<file path="config.mk">
export PLATFORM = sky130hd
export DESIGN_NAME = lm70_read_ctrl
export DESIGN_NICKNAME = d
export VERILOG_FILES = /design/src/rtl/lm70_read_ctrl.sv
export SDC_FILE = /design/constraint.sdc
export NUM_CORES = 1
export LEC_CHECK = 0
export CAP_MARGIN = 20
export CORE_MARGIN = 3
export CORE_UTILIZATION = 35
export CTS_BUF_LIST = sky130_fd_sc_hd__clkbuf_4 sky130_fd_sc_hd__clkbuf_8
export CTS_CLUSTER_DIAMETER = 150
export DETAILED_ROUTE_END_ITERATION = 8
export PLACE_DENSITY = 0.51
export SKIP_CTS_REPAIR_TIMING = 1
export SYNTH_ARGS = -nofsm -noshare
export SYNTH_HDL_FRONTEND = slang
export SYNTH_SLANG_ARGS = --single-unit
</file>
<file path="constraint.sdc">
create_clock -name clk -period 2.1 [get_ports clk]
set_clock_uncertainty 0.15 [all_clocks]
set_input_delay 0.525 -clock clk [delete_from_list [all_inputs] [get_ports clk]]
set_output_delay 0.525 -clock clk [all_outputs]
set_load 0.1 [all_outputs]
</file>
<file path="src/rtl/lm70_read_ctrl.sv">
// LM70 SPI temperature read controller: manual/periodic 16-bit frame reads with a frame check.
// Optional threshold alarm with hysteresis when LM70_ALARM_EN is defined.
module lm70_read_ctrl #(
    parameter int unsigned HALF_DIV = 1,
    parameter int unsigned PERIOD   = 1000
) (
    input  logic               clk,
    input  logic               rst,
    input  logic               start,
    input  logic               auto_en,
    input  logic               sio,
`ifdef LM70_ALARM_EN
    input  logic signed [10:0] alarm_hi,
    input  logic        [3:0]  alarm_hyst,
    output logic               alarm,
`endif
    output logic               cs_n,
    output logic               sck,
    output logic               busy,
    output logic               valid,
    output logic        [10:0] temp_code,
    output logic               frame_err
);

    localparam int unsigned CW = 8;
    localparam int unsigned TW = 20;

    typedef enum logic [2:0] {IDLE, SETUP, SHIFT, HOLD, DONE} state_t;

    state_t          state;
    logic [CW-1:0]   cnt;
    logic [3:0]      bit_cnt;
    logic [15:0]     shift_reg;
    logic [TW-1:0]   timer;
    logic            expire;
    logic            accept;
    logic            half_end;

    assign expire   = auto_en && (timer == TW'(PERIOD - 1));
    assign accept   = (state == IDLE) && (start || expire);
    assign half_end = (cnt == CW'(HALF_DIV - 1));

`ifdef LM70_ALARM_EN
    logic signed [10:0] new_code;
    logic signed [11:0] low_thr;
    assign new_code = shift_reg[15:5];
    assign low_thr  = $signed({alarm_hi[10], alarm_hi}) - $signed({8'd0, alarm_hyst});
`endif

    always_ff @(posedge clk) begin
        if (rst) begin
            state     <= IDLE;
            cnt       <= '0;
            bit_cnt   <= '0;
            shift_reg <= '0;
            timer     <= '0;
            cs_n      <= 1'b1;
            sck       <= 1'b0;
            busy      <= 1'b0;
            valid     <= 1'b0;
            temp_code <= '0;
            frame_err <= 1'b0;
`ifdef LM70_ALARM_EN
            alarm     <= 1'b0;
`endif
        end else begin
            valid <= 1'b0;

            // Period timer restarts from every accepted read; it holds at expiry until accepted.
            if (!auto_en || accept) begin
                timer <= '0;
            end else if (!expire) begin
                timer <= timer + TW'(1);
            end

            case (state)
                IDLE: begin
                    cs_n <= 1'b1;
                    sck  <= 1'b0;
                    busy <= accept;
                    if (accept) begin
                        state <= SETUP;
                        cs_n  <= 1'b0;
                        cnt   <= '0;
                    end
                end
                SETUP: begin
                    if (half_end) begin
                        state   <= SHIFT;
                        cnt     <= '0;
                        bit_cnt <= '0;
                    end else begin
                        cnt <= cnt + CW'(1);
                    end
                end
                SHIFT: begin
                    if (half_end) begin
                        cnt <= '0;
                        if (!sck) begin
                            // Capture on the edge that raises sck.
                            sck       <= 1'b1;
                            shift_reg <= {shift_reg[14:0], sio};
                        end else begin
                            sck <= 1'b0;
                            if (bit_cnt == 4'd15) begin
                                state <= HOLD;
                            end else begin
                                bit_cnt <= bit_cnt + 4'd1;
                            end
                        end
                    end else begin
                        cnt <= cnt + CW'(1);
                    end
                end
                HOLD: begin
                    if (half_end) begin
                        cnt   <= '0;
                        cs_n  <= 1'b1;
                        state <= DONE;
                    end else begin
                        cnt <= cnt + CW'(1);
                    end
                end
                DONE: begin
                    temp_code <= shift_reg[15:5];
                    frame_err <= (shift_reg[4:2] != 3'b111);
                    valid     <= 1'b1;
                    state     <= IDLE;
`ifdef LM70_ALARM_EN
                    if (new_code > alarm_hi) begin
                        alarm <= 1'b1;
                    end else if ($signed({new_code[10], new_code}) < low_thr) begin
                        alarm <= 1'b0;
                    end
`endif
                end
                default: begin
                    state <= IDLE;
                    cs_n  <= 1'b1;
                    sck   <= 1'b0;
                    busy  <= 1'b0;
                end
            endcase
        end
    end

endmodule

</file>
==> impl_metrics.env <==
export IMPL_outcome="completed"
export IMPL_count_of_flip_flops_with_a_built_in_enable_after_synthesis=0
export IMPL_nNetsFinal=398
export IMPL_reg2reg_depth=5
export IMPL_antenna_violations_before_repair=0
export IMPL_synthDominantAreaCellType="dfxtp_1"
export IMPL_cts_tree="built"
export IMPL_detail_route_antenna_nets=0
export IMPL_drt_drc_violations_left=0
export IMPL_final_core_util_pct=47.0
export IMPL_hold_viol_final=0
export IMPL_cts_reportedPaths_clkPinSlew_ps=80
export IMPL_place_inst=480
export IMPL_grt_first_pass_wirelength_um=9890
export IMPL_power_frac_comb_pct=9.3
export IMPL_pin_count_of_the_biggest_net_entering_global_routing=44
export IMPL_place_congestion=0.788
export IMPL_h_tree_depth=3
export IMPL_clock_sinks=67
export IMPL_hold_depth=2
export IMPL_dr_total_vias=2453
export IMPL_setup_viol=0
export IMPL_synthesis_yosys_warnings=0
export IMPL_fin_cells=496
export IMPL_clock_insertion_delay_at_the_later_pin_of_the_skew_report_ps=350
export IMPL_postSynth_topFlopCell="dfxtp_1"
export IMPL_synthesis_area_per_instance_um2=8.13
export IMPL_timing_critical_path_max_delay_family="simple AND/OR/NAND/NOR gates"
export IMPL_setup_worst_path_end_class="flip-flop"
export IMPL_power_frac_clock_pct=42.1
export IMPL_clock_root_buffer="clkbuf_8"
export IMPL_port_buffer_count=20
export IMPL_dpl_hpwl_um=4070
export IMPL_die_span_y_um=96.2
export IMPL_synth_top_area_share_pct=47.1
export IMPL_post_synth_top_count_cell="nand2_1"
export IMPL_routed_wire_length_per_instance_um=12.0
export IMPL_power_switching_share_pct=27.4
export IMPL_critical_path_max_fanout=9
export IMPL_final_setup_worst_slack_ps=182
export IMPL_flow_area_growth_from_synthesis_pct=28.9
export IMPL_boundaryPins=21
export IMPL_initial_utilization_pct=36.5
export IMPL_fillerInstances=801
export IMPL_detailedRoute_firstIterationViolations=79
export IMPL_largest_register_ffs=20
export IMPL_p_leak_nw=1.32
export IMPL_power_switching_w=0.000734
export IMPL_worst_hold_slack_ps=309
export IMPL_core_area_um2=7810
export IMPL_intPower_w=0.00194
export IMPL_tightestPinTransition_ps=576
export IMPL_clockBufferDepth=2
export IMPL_asyncSetResetFlopFracSynth_pct=0
export IMPL_pre_cts_ws_ps=-78.2
export IMPL_drive_gt1_share_pct=16.0
export IMPL_cpPeakStageDelay_ps=540
export IMPL_synth_cell_types=42
export IMPL_setup_worst_path_start_class="flip-flop"
export IMPL_synth_area_top_cells="dfxtp_1, nand2_1, a21oi_1, nor2_1, xor2_1"
export IMPL_synth_sequential_area_ratio_pct=47.1
export IMPL_post_synth_inst_count=350
export IMPL_firstDrtPassIters=4
export IMPL_critical_path_required_ps=2200
export IMPL_floorplan_die_area_um2=9250
export IMPL_overall_die_width_um=96.2
export IMPL_path_cells="nor3b_1, a32oi_1, nor3b_1, xnor2_1, nor2_1"
export IMPL_max_slew_margin_rel_pct=61.5
export IMPL_via_count_of_the_first_global_routing_pass=2136
export IMPL_report_final_slew_viol_count=0
export IMPL_diodes=0
export IMPL_portion_of_total_power_attributed_to_sequential_cells_pct=48.6
export IMPL_max_freq_mhz=521
export IMPL_worst_ep_arrival_time_ps=2010
export IMPL_synth_top_cells_by_count="nand2_1, dfxtp_1, a21oi_1, nor2_1, nand3_1"
export IMPL_synthesis_area_um2=2850
export IMPL_max_cap_viol_count=0
export IMPL_timing_final_crit_period_ps=1920
export IMPL_path_buf_inv=0
export IMPL_critical_path_slowest_cell="nor3b_1"
export IMPL_layout_worst_path_cycle_share_pct=91.3
export IMPL_core_rowCount=32
export IMPL_grt_setup_unrepaired="no"
export IMPL_min_path_type="reg -> reg"
export IMPL_crit_top_cell="nor3b_1"
export IMPL_design_power_total_w=0.00268
export IMPL_mappedNetlistNets=359
export IMPL_drt_vias_per_instance=4.95
export IMPL_gr_usage_all_layers_pct=13.9
export IMPL_wl_um=5970
export IMPL_cts_buffers=9
export IMPL_timing_worst_setup_path_type="reg -> reg"
export IMPL_power_per_cell_area_nw_per_um2=729
export IMPL_path_depth=5
export IMPL_regToRegSetupSlack_ps=180
export IMPL_synth_seq_cells=67
export IMPL_grt_ovfl_total=0
export IMPL_irDropWorstVdd_mv=0.341
metrics by stage:
stage | instance area (um^2) | setup TNS, ps
after floorplan | 2850 | 0
after global placement | 3460 | -70.8
after detailed placement | 3460 | -369
after CTS | 3660 | 0
after global routing | 3670 | 0
final | 3670 | 0
metal layers:
metal	wire (um)	track usage (%)	vias up
met5	0	0	-
met4	87	6.04	0
met3	164	4.69	7
met2	2660	20.1	18
met1	3060	18.6	1149
li1	-	-	1279
worst paths after layout:
path | end | start
worst max-delay path | bit_cnt[2] | state[0]
worst min-delay path | shift_reg[0] | shift_reg[0]
worst max register to register | bit_cnt[2] | state[0]
worst min register to register | shift_reg[0] | shift_reg[0]
cell usage in the layout (no fill, tap or decap), drive strengths merged, types with 3 or more instances in the layout:
master | Yosys | final
a21oi | 40 | 40
a31oi | 5 | 5
and3 | 8 | 8
buf | 3 | 39
clkbuf | 12 | 9
clkdlybuf4s50 | 0 | 4
dfxtp | 67 | 67
ha | 4 | 4
inv | 5 | 9
nand2 | 70 | 70
nand3 | 17 | 17
nand4 | 3 | 3
nor2 | 40 | 40
nor3 | 12 | 12
nor4 | 4 | 4
o21ai | 9 | 9
xnor2 | 8 | 8
xor2 | 13 | 13
layout make-up:
type                    instances  area [um^2]  share of cell area (%)
multi-input cells             263         1420                    38.7
clock buffers                   9          124                    3.38
flip-flops and latches         67         1340                    36.6
repair buffers                 43          558                    15.2
inverters                       5         18.8                   0.511
well taps                     102          128                    3.48
clock inverters                 7         80.1                    2.18
cell families after synthesis:
group / count (synthesis) / share of synthesized area [%]
compound gates: 66 / 13.4
flops: 67 / 47.1
simple gates: 172 / 27.9
buf+inv: 20 / 3.38
xor+xnor: 21 / 6.46
fa+ha+maj: 4 / 1.76
worst register-to-register path, stage by stage (launching register included):
cell	delay, ps
dfxtp_1	390
nor3b_1	540
a32oi_1	260
nor3b_1	280
xnor2_1	150
nor2_1	50
power by group through the flow:
stage	Sequential, W	Combinational (W)	Clock, W
after detailed placement	0.00133	0.000251	0
after global routing	0.00130	0.000269	0.00121
after CTS	0.00130	0.000252	0.00115
final	0.00130	0.000250	0.00113
after floorplan	0.00137	0.000116	0
after global placement	0.00133	0.000252	0
Power figures use the tool's default switching activity.
